`src/rtl/mem_if_pkg.sv`:
```
// Shared types for the HLS minimal-memory-interface RAM arbiter: FSM state encoding and size-to-mask helper.
package mem_if_pkg;

  typedef enum logic [1:0] {
    ST_IDLE   = 2'd0,
    ST_ACCESS = 2'd1,
    ST_WAIT   = 2'd2,
    ST_RESP   = 2'd3
  } state_t;

  localparam int MASK_MAX_W = 64;

  // Bit i is set when i < size, so any size at or above the data width yields all ones.
  function automatic logic [MASK_MAX_W-1:0] size_to_mask(input int unsigned size);
    logic [MASK_MAX_W-1:0] m;
    m = '0;
    for (int unsigned i = 0; i < MASK_MAX_W; i++) begin
      m[i] = (i < size);
    end
    return m;
  endfunction

endpackage

```
`src/rtl/mem_port_arbiter_rr.sv`:
```
// Two-way round-robin grant, combinational from req; last-served pointer advances only on an accepted grant.
// Zero latency; the caller's en says whether the grant is taken this cycle.
module rr_arbiter2 (
  input  logic       clock,
  input  logic       reset,
  input  logic [1:0] req,
  input  logic       en,
  output logic [1:0] gnt
);

  logic last_q;

  always_comb begin
    gnt = req;
    if (req == 2'b11) begin
      gnt = last_q ? 2'b01 : 2'b10;
    end
  end

  // Reset as "ch1 served last" so the first contended grant goes to ch0.
  always_ff @(posedge clock) begin
    if (!reset) begin
      last_q <= 1'b1;
    end else if (en && (|gnt)) begin
      last_q <= gnt[1];
    end
  end

endmodule

```
`src/rtl/mem_port_arbiter.sv`:
```
// Round-robin share of one single-port sync RAM between two HLS memory channels; DataRdy at grant+1+DELAY.
// No backpressure: masters hold requests until DataRdy; inputs are sampled only in IDLE.
module mem_port_arbiter
  import mem_if_pkg::*;
#(
  parameter  int ADDR_W      = 7,
  parameter  int DATA_W      = 8,
  parameter  int SIZE_W      = 4,
  parameter  int BASE_ADDR   = 0,
  parameter  int MEM_WORDS   = 32,
  parameter  int READ_DELAY  = 2,
  parameter  int WRITE_DELAY = 1,
  localparam int AW          = $clog2(MEM_WORDS)
) (
  input  logic                clock,
  input  logic                reset,
  input  logic [1:0]          oe_ram,
  input  logic [1:0]          we_ram,
  input  logic [2*ADDR_W-1:0] addr_ram,
  input  logic [2*DATA_W-1:0] Wdata_ram,
  input  logic [2*SIZE_W-1:0] data_ram_size,
  output logic [2*DATA_W-1:0] Rdata_ram,
  output logic [1:0]          DataRdy,
  output logic                mem_en,
  output logic                mem_we,
  output logic [AW-1:0]       mem_addr,
  output logic [DATA_W-1:0]   mem_wdata,
  output logic [DATA_W-1:0]   mem_wmask,
  input  logic [DATA_W-1:0]   mem_rdata,
  output logic                busy,
  output logic                err_oe_we
);

  localparam int CNT_W = 8;

  state_t            state_q;
  logic [CNT_W-1:0]  cnt_q;
  logic [CNT_W-1:0]  cnt_ld;
  logic              gch_q;
  logic              we_q;
  logic              cap_q;
  logic              err_q;
  logic [AW-1:0]     addr_q;
  logic [DATA_W-1:0] wdata_q;
  logic [DATA_W-1:0] wmask_q;
  logic [DATA_W-1:0] rdata_q;

  logic [ADDR_W-1:0] ch_addr  [2];
  logic [DATA_W-1:0] ch_wdata [2];
  logic [SIZE_W-1:0] ch_size  [2];
  logic [31:0]       ch_off   [2];
  logic [1:0]        eligible;
  logic [1:0]        gnt;
  logic              sel;

  // An address below BASE_ADDR wraps to a huge offset, so one compare covers both range ends.
  always_comb begin
    for (int c = 0; c < 2; c++) begin
      ch_addr[c]  = addr_ram[c*ADDR_W +: ADDR_W];
      ch_wdata[c] = Wdata_ram[c*DATA_W +: DATA_W];
      ch_size[c]  = data_ram_size[c*SIZE_W +: SIZE_W];
      ch_off[c]   = 32'(ch_addr[c]) - 32'(BASE_ADDR);
      eligible[c] = (oe_ram[c] ^ we_ram[c]) && (ch_off[c] < 32'(MEM_WORDS));
    end
  end

  rr_arbiter2 u_rr (
    .clock (clock),
    .reset (reset),
    .req   (eligible),
    .en    (state_q == ST_IDLE),
    .gnt   (gnt)
  );

  assign sel    = gnt[1];
  assign cnt_ld = we_q ? CNT_W'(WRITE_DELAY - 1) : CNT_W'(READ_DELAY - 1);

  always_ff @(posedge clock) begin
    if (!reset) begin
      state_q <= ST_IDLE;
      cnt_q   <= '0;
      gch_q   <= 1'b0;
      we_q    <= 1'b0;
      cap_q   <= 1'b0;
      err_q   <= 1'b0;
      addr_q  <= '0;
      wdata_q <= '0;
      wmask_q <= '0;
      rdata_q <= '0;
    end else begin
      if (|(oe_ram & we_ram)) begin
        err_q <= 1'b1;
      end
      cap_q <= 1'b0;
      unique case (state_q)
        ST_IDLE: begin
          if (|gnt) begin
            gch_q   <= sel;
            we_q    <= we_ram[sel];
            addr_q  <= ch_off[sel][AW-1:0];
            wdata_q <= ch_wdata[sel];
            wmask_q <= DATA_W'(size_to_mask(32'(ch_size[sel])));
            state_q <= ST_ACCESS;
          end
        end
        ST_ACCESS: begin
          cnt_q   <= cnt_ld;
          cap_q   <= !we_q;
          state_q <= (cnt_ld == '0) ? ST_RESP : ST_WAIT;
        end
        ST_WAIT: begin
          // RAM data is valid only in the first WAIT cycle after the strobe.
          if (cap_q) begin
            rdata_q <= mem_rdata;
          end
          cnt_q <= cnt_q - CNT_W'(1);
          if (cnt_q <= CNT_W'(1)) begin
            state_q <= ST_RESP;
          end
        end
        ST_RESP: begin
          state_q <= ST_IDLE;
        end
        default: begin
          state_q <= ST_IDLE;
        end
      endcase
    end
  end

  assign mem_en    = (state_q == ST_ACCESS);
  assign mem_we    = mem_en & we_q;
  assign mem_addr  = addr_q;
  assign mem_wdata = wdata_q;
  assign mem_wmask = wmask_q;
  assign busy      = (state_q != ST_IDLE);
  assign err_oe_we = err_q;

  always_comb begin
    DataRdy   = '0;
    Rdata_ram = '0;
    if (state_q == ST_RESP) begin
      DataRdy[gch_q] = 1'b1;
      if (!we_q) begin
        if (gch_q) begin
          Rdata_ram[DATA_W +: DATA_W] = rdata_q;
        end else begin
          Rdata_ram[0 +: DATA_W] = rdata_q;
        end
      end
    end
  end

endmodule

```
`config.mk`:
```
export PLATFORM = sky130hd
export DESIGN_NAME = mem_port_arbiter
export DESIGN_NICKNAME = d
export VERILOG_FILES = /design/src/rtl/mem_if_pkg.sv /design/src/rtl/mem_port_arbiter_rr.sv /design/src/rtl/mem_port_arbiter.sv
export SDC_FILE = /design/constraint.sdc
export NUM_CORES = 1
export LEC_CHECK = 0
export ABC_CLOCK_PERIOD_IN_PS = 2700
export BUFFER_PORTS_ARGS = -buffer_cell sky130_fd_sc_hd__buf_4
export CORE_MARGIN = 5
export CORE_UTILIZATION = 49
export CTS_BUF_LIST = sky130_fd_sc_hd__clkbuf_8
export DETAILED_ROUTE_END_ITERATION = 8
export MAX_ROUTING_LAYER = met4
export PLACE_DENSITY = 0.83
export RECOVER_POWER = 25
export SLEW_MARGIN = 20
export SYNTH_ARGS = -nofsm -noshare
export SYNTH_HDL_FRONTEND = slang
export SYNTH_HIERARCHICAL = 1
export SYNTH_SLANG_ARGS = --single-unit
```
`constraint.sdc`:
```
create_clock -name clock -period 2.7 [get_ports clock]
set_clock_uncertainty 0.2 [all_clocks]
set_input_delay 0.27 -clock clock [delete_from_list [all_inputs] [get_ports clock]]
set_output_delay 0.27 -clock clock [all_outputs]
set_load 0.01 [all_outputs]
```
==> results.py, run 1 <==
metrics = {
    "clocking": {
        "clock_latency_ps": 300,
        "ctsRootBufferMaster": "clkbuf_8",
        "clockBufferDepth": 2,
        "clk_pin_slew_ps": 80,
        "hold_buffers": 0,
        "post-cts-setup-buffers": 0,
        "cts_made_buffers": 5,
        "htree_levels": 2,
        "clock_sinks": 44,
        "cts_resized": 0,
        "cts_tree": "yes",
    },
    "yosys": {
        "syn_nets": 306,
        "yosysMostFrequentCell": "dfxtp_1",
        "yosysSeqAreaShare_pct": 40.1,
        "ys_ff_latch": 44,
        "synth_cell_type_count": 37,
        "syn_area_mm2": 0.00220,
        "synth_cells": 246,
        "yosysTopAreaCell": "dfxtp_1",
        "synth-main-ff-cell": "dfxtp_1",
        "synth.top_cells.by_count": "dfxtp_1 (44), nand2_1 (33), and2_1 (20)",
        "ys_warn_count": 6,
        "synth-async-reset-ratio_pct": 0,
        "synth_edf_count": 0,
        "syn_avg_cell_area_um2": 8.93,
        "synth.area.top_cells": "dfxtp_1 (40%), mux2i_1 (7.3%), o211a_1 (6.8%), and2_1 (5.7%), nand2_1 (5.6%)",
        "netlist.area_leader.share_pct": 40.1,
    },
    "place": {
        "dp_cells": 383,
        "gp_congestion": 0.836,
        "numPortBuffers": 94,
        "dp_hpwl_mm": 4.32,
        "place_area_mm2": 0.00295,
    },
    "sta": {
        "whs_ps": 41.7,
        "finalCritPeriodShare_pct": 86.3,
        "rsz0062_at_grt": "no",
        "finalHoldViolations": 0,
        "fmax_ghz": 0.429,
        "tns_ps": 0,
        "final-max-slew-violation-count": 0,
        "slew_headroom_pct": 56.4,
        "setup_viol_count_final": 0,
        "worst_pin_slew_ps": 647,
        "min_period_ps": 2330,
    },
    "worst_hold_path": {
        "hp-start": "mem_rdata[1]",
        "min_path_cells": 3,
        "min_path_type": "input pin to register",
        "worstHoldEndpoint": "rdata_q[1]",
    },
    "worst_setup_path": {
        "r2r-end": "cnt_q[3]",
        "crit_path_start_kind": "register",
        "r2r_cells": 5,
        "r2r_slack_ps": 410,
        "worstPathArrival_ps": 1860,
        "end_kind": "output port",
        "r2r-start": "state_q[0]",
        "path_class": "register to output port",
        "cp.required_ps": 2230,
        "critPathMaxFanout": 8,
    },
    "floorplanning": {
        "die_h_um": 77.0,
        "start_util_pct": 50.5,
        "coreArea_mm2": 0.00435,
        "rows": 24,
        "die_x_um": 77.0,
        "boundaryPins": 95,
        "die_area_mm2": 0.00592,
    },
    "route": {
        "vias_per_cell": 5.20,
        "route.detailed.drc": 0,
        "first_pass_iters": 4,
        "drt_wl_total_mm": 5.47,
        "drtIter0Drc": 95,
        "vias": 2035,
        "avgRoutedWirePerCell_um": 14.0,
        "ant_nets": 0,
    },
    "grt": {
        "grt_pass1_vias": 2065,
        "antenna_found_initial": 0,
        "grt_overflow": 0,
        "grt_usage_pct": 19.9,
        "grt_max_degree": 45,
        "grt_pass1_wl_mm": 9.52,
    },
    "pwr": {
        "ir_drop_mv": 0.461,
        "power.density_mw_per_mm2": 679,
        "leakage_nw": 1.42,
    },
    "status": {
        "status": "complete, no violations",
    },
    "run": {
        "drv_cap": 0,
    },
    "cells_and_area": {
        "final_core_util_pct": 68.2,
        "instances_no_fill": 391,
        "layout-drive-gt1-share_pct": 28.6,
        "fin_area_mm2": 0.00297,
        "syn_to_final_growth_pct": 35.1,
        "num-nets-final": 398,
        "diodes": 0,
    },
}
## layout make-up
class / instances / area (um2)
well taps: 52 / 65.1
clock buffers: 6 / 82.6
clock inverters: 2 / 7.51
flip-flops and latches: 44 / 881
inverters: 8 / 30.0
multi-input cells: 181 / 1240
fillers: 401 / 1390
repair buffers: 98 / 664
## through the flow
| step | total power [mW] | setup WS (ps) |
|---|---|---|
| after detailed placement | 1.66 | 112 |
| after CTS | 2.08 | 328 |
| after global routing | 2.16 | 198 |
| final | 2.02 | 370 |
| after global placement | 1.63 | 171 |
| after floorplan | 1.37 | 203 |
## kinds of logic after synthesis
family | after synthesis | share of synthesized area [%]
simple gates | 95 | 22.7
compound gates | 57 | 19.4
flops | 44 | 40.1
buf+inv | 21 | 3.87
mux | 17 | 7.80
fa+ha+maj | 8 | 4.56
xor+xnor | 4 | 1.59
## metal layers
| layer | global-route usage (%) | wire length (um) | vias up |
|---|---|---|---|
| met5 | - | 0 | - |
| met4 | 5.94 | 72 | 0 |
| met3 | 7.14 | 386 | 5 |
| met2 | 34.4 | 2780 | 57 |
| met1 | 21.4 | 2230 | 932 |
| li1 | - | - | 1041 |
## worst max path at each step
stage	to	cells past startpoint	startpoint	slack [ps]
2_1_floorplan	mem_addr[0]	9	oe_ram[1]	200
3_3_place_gp	state_q[1]	8	we_ram[0]	170
3_5_place_dp	state_q[1]	8	we_ram[0]	110
4_1_cts	Rdata_ram[1]	4	state_q[0]	330
5_1_grt	Rdata_ram[1]	4	state_q[0]	200
6_report	Rdata_ram[1]	4	state_q[0]	370
## cells in the final DEF (no fill, tap or decap), drive strengths merged, types with 10 or more instances in the layout
cell and n:
dfxtp 44, o21ai 16, and2 20, a21boi 11, nand3 11, nand2 33
buf 79, inv 10, clkbuf 25, nor2 11, o211a 15, mux2i 16
## worst max-delay path: stages (launching register included)
cell	delay, ps
dfxtp_1	440
ha_1	220
nor3b_1	550
and2_1	230
buf_4	120
## where the power goes
group	internal, mW	switching [mW]
Combinational	0.351	0.380
Sequential	0.770	0.103
Clock	0.201	0.211
## state kept, by name, indices dropped and copies added, names as in the netlist
register / count
mem_wmask: 8
we_q: 1
gch_q: 1
u_rr/last_q: 1
mem_addr: 5
state_q: 2
err_oe_we: 1
mem_wdata: 8
cap_q: 1
rdata_q: 8
cnt_q: 8
Note: power is estimated with default switching activity, not from simulation.
==> inputs of run 2 (changes only) <==
CELL_PAD_IN_SITES_DETAIL_PLACEMENT = 1   (was default)
CELL_PAD_IN_SITES_GLOBAL_PLACEMENT = 2   (was default)
CORE_UTILIZATION = 27   (was 49)
PLACE_DENSITY = 0.82   (was 0.83)
==> results.py, run 2 (same netlist as run 1, synthesis figures left out) <==
metrics = {
    "clocking": {
        "clockBufferDepth": 2,
        "hold_buffers": 0,
        "ctsRootBufferMaster": "clkbuf_8",
        "post-cts-setup-buffers": 0,
        "cts_resized": 0,
        "clk_pin_slew_ps": 80,
        "clock_latency_ps": 290,
        "cts_made_buffers": 5,
        "cts_tree": "yes",
        "clock_sinks": 44,
        "htree_levels": 2,
    },
    "pwr": {
        "power_switching_share_pct": 35.0,
        "leakage_nw": 1.43,
        "power_mw": 2.05,
        "p_comb_share_pct": 36.9,
        "clock_power_share_pct": 20.7,
        "ir_drop_mv": 0.275,
        "power.density_mw_per_mm2": 671,
        "switchingPower_mw": 0.719,
        "pwr-share-seq_pct": 42.4,
        "p_int_mw": 1.33,
    },
    "worst_setup_path": {
        "path_class": "register to register",
        "cp.required_ps": 2720,
        "cpLargestDelayFamily": "simple AND/OR/NAND/NOR gates",
        "worstPathArrival_ps": 2310,
        "critical_path.cell_chain": "inv_1 > ha_1 > or3b_2 > or3_2 > a21oi_1",
        "crit_path_top_delay_cell": "or3b_2",
        "crit_path_start_kind": "register",
        "slowest_delay_ps": 510,
        "end_kind": "register",
        "cp.buffers_inverters": 1,
        "critPathMaxFanout": 6,
    },
    "run": {
        "drv_cap": 0,
    },
    "cells_and_area": {
        "num-nets-final": 400,
        "layout-drive-gt1-share_pct": 29.0,
        "final_cell_mix": "buf_4 (80), dfxtp_1 (44), nand2_1 (33)",
        "diodes": 0,
        "final_common_cell": "buf_4",
        "syn_to_final_growth_pct": 39.4,
    },
    "floorplanning": {
        "start_util_pct": 27.3,
        "coreArea_mm2": 0.00805,
        "die_x_um": 100,
        "rows": 33,
        "die_h_um": 100,
        "die_area_mm2": 0.0100,
        "boundaryPins": 95,
    },
    "route": {
        "top_layer": "met4",
        "avgRoutedWirePerCell_um": 14.2,
        "first_pass_iters": 4,
        "drtIter0Drc": 21,
        "route.detailed.drc": 0,
        "vias_per_cell": 4.63,
        "wl_met2_mm": 3.01,
        "dr_wl_met3_um": 516,
        "ant_nets": 0,
        "vias": 2067,
        "drt_wl_total_mm": 6.33,
        "wl_met1_mm": 2.74,
    },
    "sta": {
        "slew_headroom_pct": 48.5,
        "setup_viol_count_final": 0,
        "finalCritPeriodShare_pct": 85.0,
        "min_period_ps": 2290,
        "finalHoldViolations": 0,
        "worst_pin_slew_ps": 764,
        "final-max-slew-violation-count": 0,
        "fmax_ghz": 0.436,
        "tns_ps": 0,
        "rsz0062_at_grt": "no",
    },
    "place": {
        "gp_congestion": 0.703,
        "numPortBuffers": 94,
        "dp_hpwl_mm": 4.83,
    },
    "grt": {
        "grt_overflow": 0,
        "grt_pass1_vias": 2236,
        "grt_usage_pct": 13.2,
        "grt_max_degree": 45,
        "grt_pass1_wl_mm": 10.4,
        "antenna_found_initial": 0,
    },
    "status": {
        "status": "complete, no violations",
    },
    "worst_hold_path": {
        "min_path_type": "input pin to register",
    },
}
-- run 2: layout make-up --
class	count	area [um2]
Clock inverter	2	7.51
Sequential cell	44	881
Multi-Input combinational cell	181	1240
Clock buffer	6	82.6
Tap cell	105	131
Inverter	8	30.0
Fill cell	994	4990
Timing Repair Buffer	100	692
-- run 2: worst paths after layout --
kind / from / endpoint / depth (start not counted) / slack [ps]
setup / recovery: state_q[0] / cnt_q[3] / 5 / 410
hold / removal: mem_rdata[4] / rdata_q[4] / 3 / 40
setup reg to reg: state_q[0] / cnt_q[3] / 5 / 410
hold reg to reg: rdata_q[5] / rdata_q[5] / 2 / 270
-- run 2: metrics by stage --
step,util (%),std cells,hold slack (ps),setup slack (ps),instance area [um2]
after global placement,37.8,438,258,194,3040
after CTS,38.9,446,34.7,403,3130
final,38.0,446,43.0,406,3060
after global routing,38.0,446,59.8,253,3060
after detailed placement,37.8,438,268,104,3040
after floorplan,-,246,129,203,2200
-- run 2: worst register-to-register path: stages (launching register included) --
cell     delay, ps
dfxtp_1        440
inv_1          110
ha_1           400
or3b_2         510
or3_2          420
a21oi_1        140
-- run 2: power by group through the flow --
stage,combinational [mW],clock [mW],sequential (mW)
floorplan,0.486,0,0.886
global route,0.851,0.474,0.894
detailed placement,0.812,0,0.887
CTS,0.815,0.447,0.876
finish,0.759,0.424,0.871
global placement,0.794,0,0.883
-- run 2: routing by layer --
metal / vias up / GRT usage, %
met2: 68 / 21.6
met3: 5 / 4.45
met4: 0 / 3.11
met1: 952 / 15.7
li1: 1042 / -
met5: - / -
==> inputs of run 3 (changes only) <==
ABC_AREA = 1   (was default)
ABC_CLOCK_PERIOD_IN_PS = 1900   (was 2700)
CORE_UTILIZATION = 23   (was 27)
PLACE_DENSITY = 0.78   (was 0.82)
clock period = 1.9 ns   (was 2.7 ns; I/O delays follow)
==> results.py, run 3 <==
metrics = {
    "grt": {
        "grt_max_degree": 32,
        "antenna_found_initial": 0,
        "grt_pass1_vias": 2721,
        "grt_overflow": 0,
        "grt_usage_pct": 13.9,
        "grt_pass1_wl_mm": 12.7,
    },
    "cells_and_area": {
        "layout-drive-gt1-share_pct": 33.4,
        "final_core_util_pct": 40.0,
        "final_common_cell": "buf_4",
        "num-nets-final": 512,
        "syn_to_final_growth_pct": 69.3,
        "final_cell_mix": "buf_4 (98), nand2_1 (66), dfxtp_1 (42)",
        "diodes": 0,
    },
    "yosys": {
        "ys_ff_latch": 44,
        "yosysSeqAreaShare_pct": 40.2,
        "syn_nets": 360,
        "syn_avg_cell_area_um2": 7.31,
        "synth_cells": 300,
        "synth-async-reset-ratio_pct": 0,
        "yosysMostFrequentCell": "nand2_1",
        "syn_area_mm2": 0.00219,
        "synth-main-ff-cell": "dfxtp_1",
        "synth_edf_count": 0,
        "synth_cell_type_count": 28,
        "yosysTopAreaCell": "dfxtp_1",
        "netlist.area_leader.share_pct": 40.2,
        "ys_warn_count": 6,
        "synth.top_cells.by_count": "nand2_1 (67), dfxtp_1 (44), inv_1 (30)",
        "synth.area.top_cells": "dfxtp_1 (40%), nand2_1 (11%), inv_1 (5.1%), a21oi_1 (4.8%), ha_1 (4.6%)",
    },
    "sta": {
        "worst_pin_slew_ps": 476,
        "final-max-slew-violation-count": 0,
        "min_period_ps": 1840,
        "rsz0062_at_grt": "yes",
        "slew_headroom_pct": 68.2,
        "finalCritPeriodShare_pct": 96.6,
        "fmax_ghz": 0.545,
        "fin_ws_ps": 64.6,
        "finalHoldViolations": 0,
        "setup_viol_count_final": 0,
    },
    "worst_setup_path": {
        "crit_path_start_kind": "register",
        "critical_path.cell_chain": "buf_6 > ha_4 > inv_2 > nor2_4 > clkinv_4 > nor3_4 > buf_6",
        "crit_path_top_delay_cell": "dfxtp_2",
        "end_kind": "output port",
        "slowest_delay_ps": 340,
        "critPathMaxFanout": 8,
        "cp.required_ps": 1510,
        "cp_common_cell": "buf_6",
        "worstPathArrival_ps": 1450,
        "path_class": "register to output port",
    },
    "route": {
        "ant_nets": 0,
        "drtIter0Drc": 60,
        "vias_per_cell": 4.36,
        "vias": 2536,
        "first_pass_iters": 4,
        "avgRoutedWirePerCell_um": 13.3,
        "route.detailed.drc": 0,
        "drt_wl_total_mm": 7.71,
    },
    "floorplanning": {
        "rows": 35,
        "start_util_pct": 23.6,
        "boundaryPins": 95,
        "die_h_um": 108,
        "die_area_mm2": 0.0116,
        "coreArea_mm2": 0.00928,
        "die_x_um": 108,
    },
    "place": {
        "dp_hpwl_mm": 5.55,
        "numPortBuffers": 94,
        "post-place-ws_ps": -251,
        "gp_congestion": 0.750,
    },
    "worst_hold_path": {
        "min_path_type": "input pin to register",
    },
    "pwr": {
        "power.density_mw_per_mm2": 878,
        "p_int_mw": 2.04,
        "power_switching_share_pct": 37.5,
        "clock_power_share_pct": 17.7,
        "ir_drop_mv": 0.310,
        "leakage_nw": 1.62,
        "pwr-share-seq_pct": 36.6,
        "p_comb_share_pct": 45.7,
        "switchingPower_mw": 1.22,
    },
    "status": {
        "status": "complete, no violations",
    },
    "clocking": {
        "clock_sinks": 44,
        "clk_pin_slew_ps": 90,
        "ctsRootBufferMaster": "clkbuf_8",
        "cts_tree": "yes",
        "cts_made_buffers": 5,
        "htree_levels": 2,
        "clock_latency_ps": 290,
        "clockBufferDepth": 2,
    },
    "run": {
        "drv_cap": 0,
    },
}
run 3: cell types whose count changed in the layout (fill, tap and decap cells not counted), sizes merged, moves of 13 or more:
cell,previous run,this run
nand2,33,74
dlygate4sd3,0,36
inv,10,33
buf,81,103
and2,20,1
mux2i,16,0
nor2,11,27
nor3,2,18
o211a,15,0
o21ai,16,31
a21oi,8,22
a31oi,2,15
run 3: metrics by stage:
step | power (mW) | instance area, um2 | setup TNS (ps) | hold slack (ps) | cells
finish | 3.26 | 3710 | 0 | 44.9 | 581
global route | 3.53 | 3710 | -119 | 64.8 | 581
CTS | 3.26 | 3660 | -173 | 36.9 | 579
detailed placement | 2.59 | 3190 | -4950 | 266 | 535
global placement | 2.55 | 3190 | -3390 | 249 | 535
floorplan | 1.97 | 2200 | 0 | 62.4 | 300
run 3: kinds of logic (layout without fill, tap and decap cells):
kind of cell,Yosys count,in the layout,share of synthesized area (%)
AO/OA/AOI/OAI,70,70,18.2
adder cells (fa/ha/maj),8,8,4.57
buffers and inverters,46,198,9.07
XOR/XNOR,3,3,1.20
flip-flops,44,44,40.2
AND/OR/NAND/NOR,129,129,26.8
run 3: cell type report:
| class | count | area (um2) |
|---|---|---|
| Clock inverter | 2 | 12.5 |
| Inverter | 34 | 133 |
| Timing Repair Buffer | 157 | 1230 |
| Fill cell | 1178 | 5570 |
| Clock buffer | 5 | 68.8 |
| Multi-Input combinational cell | 210 | 1220 |
| Sequential cell | 44 | 883 |
| Tap cell | 129 | 161 |
run 3: metal layers:
layer  track usage [%]  routed length (um)  vias to the layer above
li1                  -                   -                     1283
met1              15.9                3230                     1177
met2              24.5                4010                       66
met3              2.58                 345                       10
met4              4.15                 133                        0
met5                 -                   0                        -
run 3: power by group through the flow:
stage                     clock, mW  sequential, mW  combinational [mW]
after floorplan                   0            1.23               0.737
after global placement            0            1.20                1.35
after detailed placement          0            1.21                1.38
after CTS                     0.611            1.19                1.46
after global routing          0.634            1.21                1.68
final                         0.576            1.19                1.49
run 3: worst paths after layout:
check | endpoint | startpoint | cells past startpoint | slack, ps
hold / removal | err_oe_we | oe_ram[1] | 4 | 40
setup / recovery | Rdata_ram[1] | state_q[1] | 7 | 60
hold reg to reg | mem_wmask[6] | mem_wmask[6] | 2 | 270
setup reg to reg | rdata_q[4] | state_q[0] | 6 | 180
run 3: repair_timing:
item,CTS,global route
endpoints found under the hold margin,22,0
gates resized for setup,7,24
buffers inserted,1,2
cloned,0,0
hold buffers,36,0
pin swaps,1,1
setup endpoints to repair,17,27
run 3: critical path: cells and delay by family, from the launching register on:
family	cells	cell delay (ps)
flops	1	340
buf+inv	4	410
simple gates	2	270
fa+ha+maj	1	130
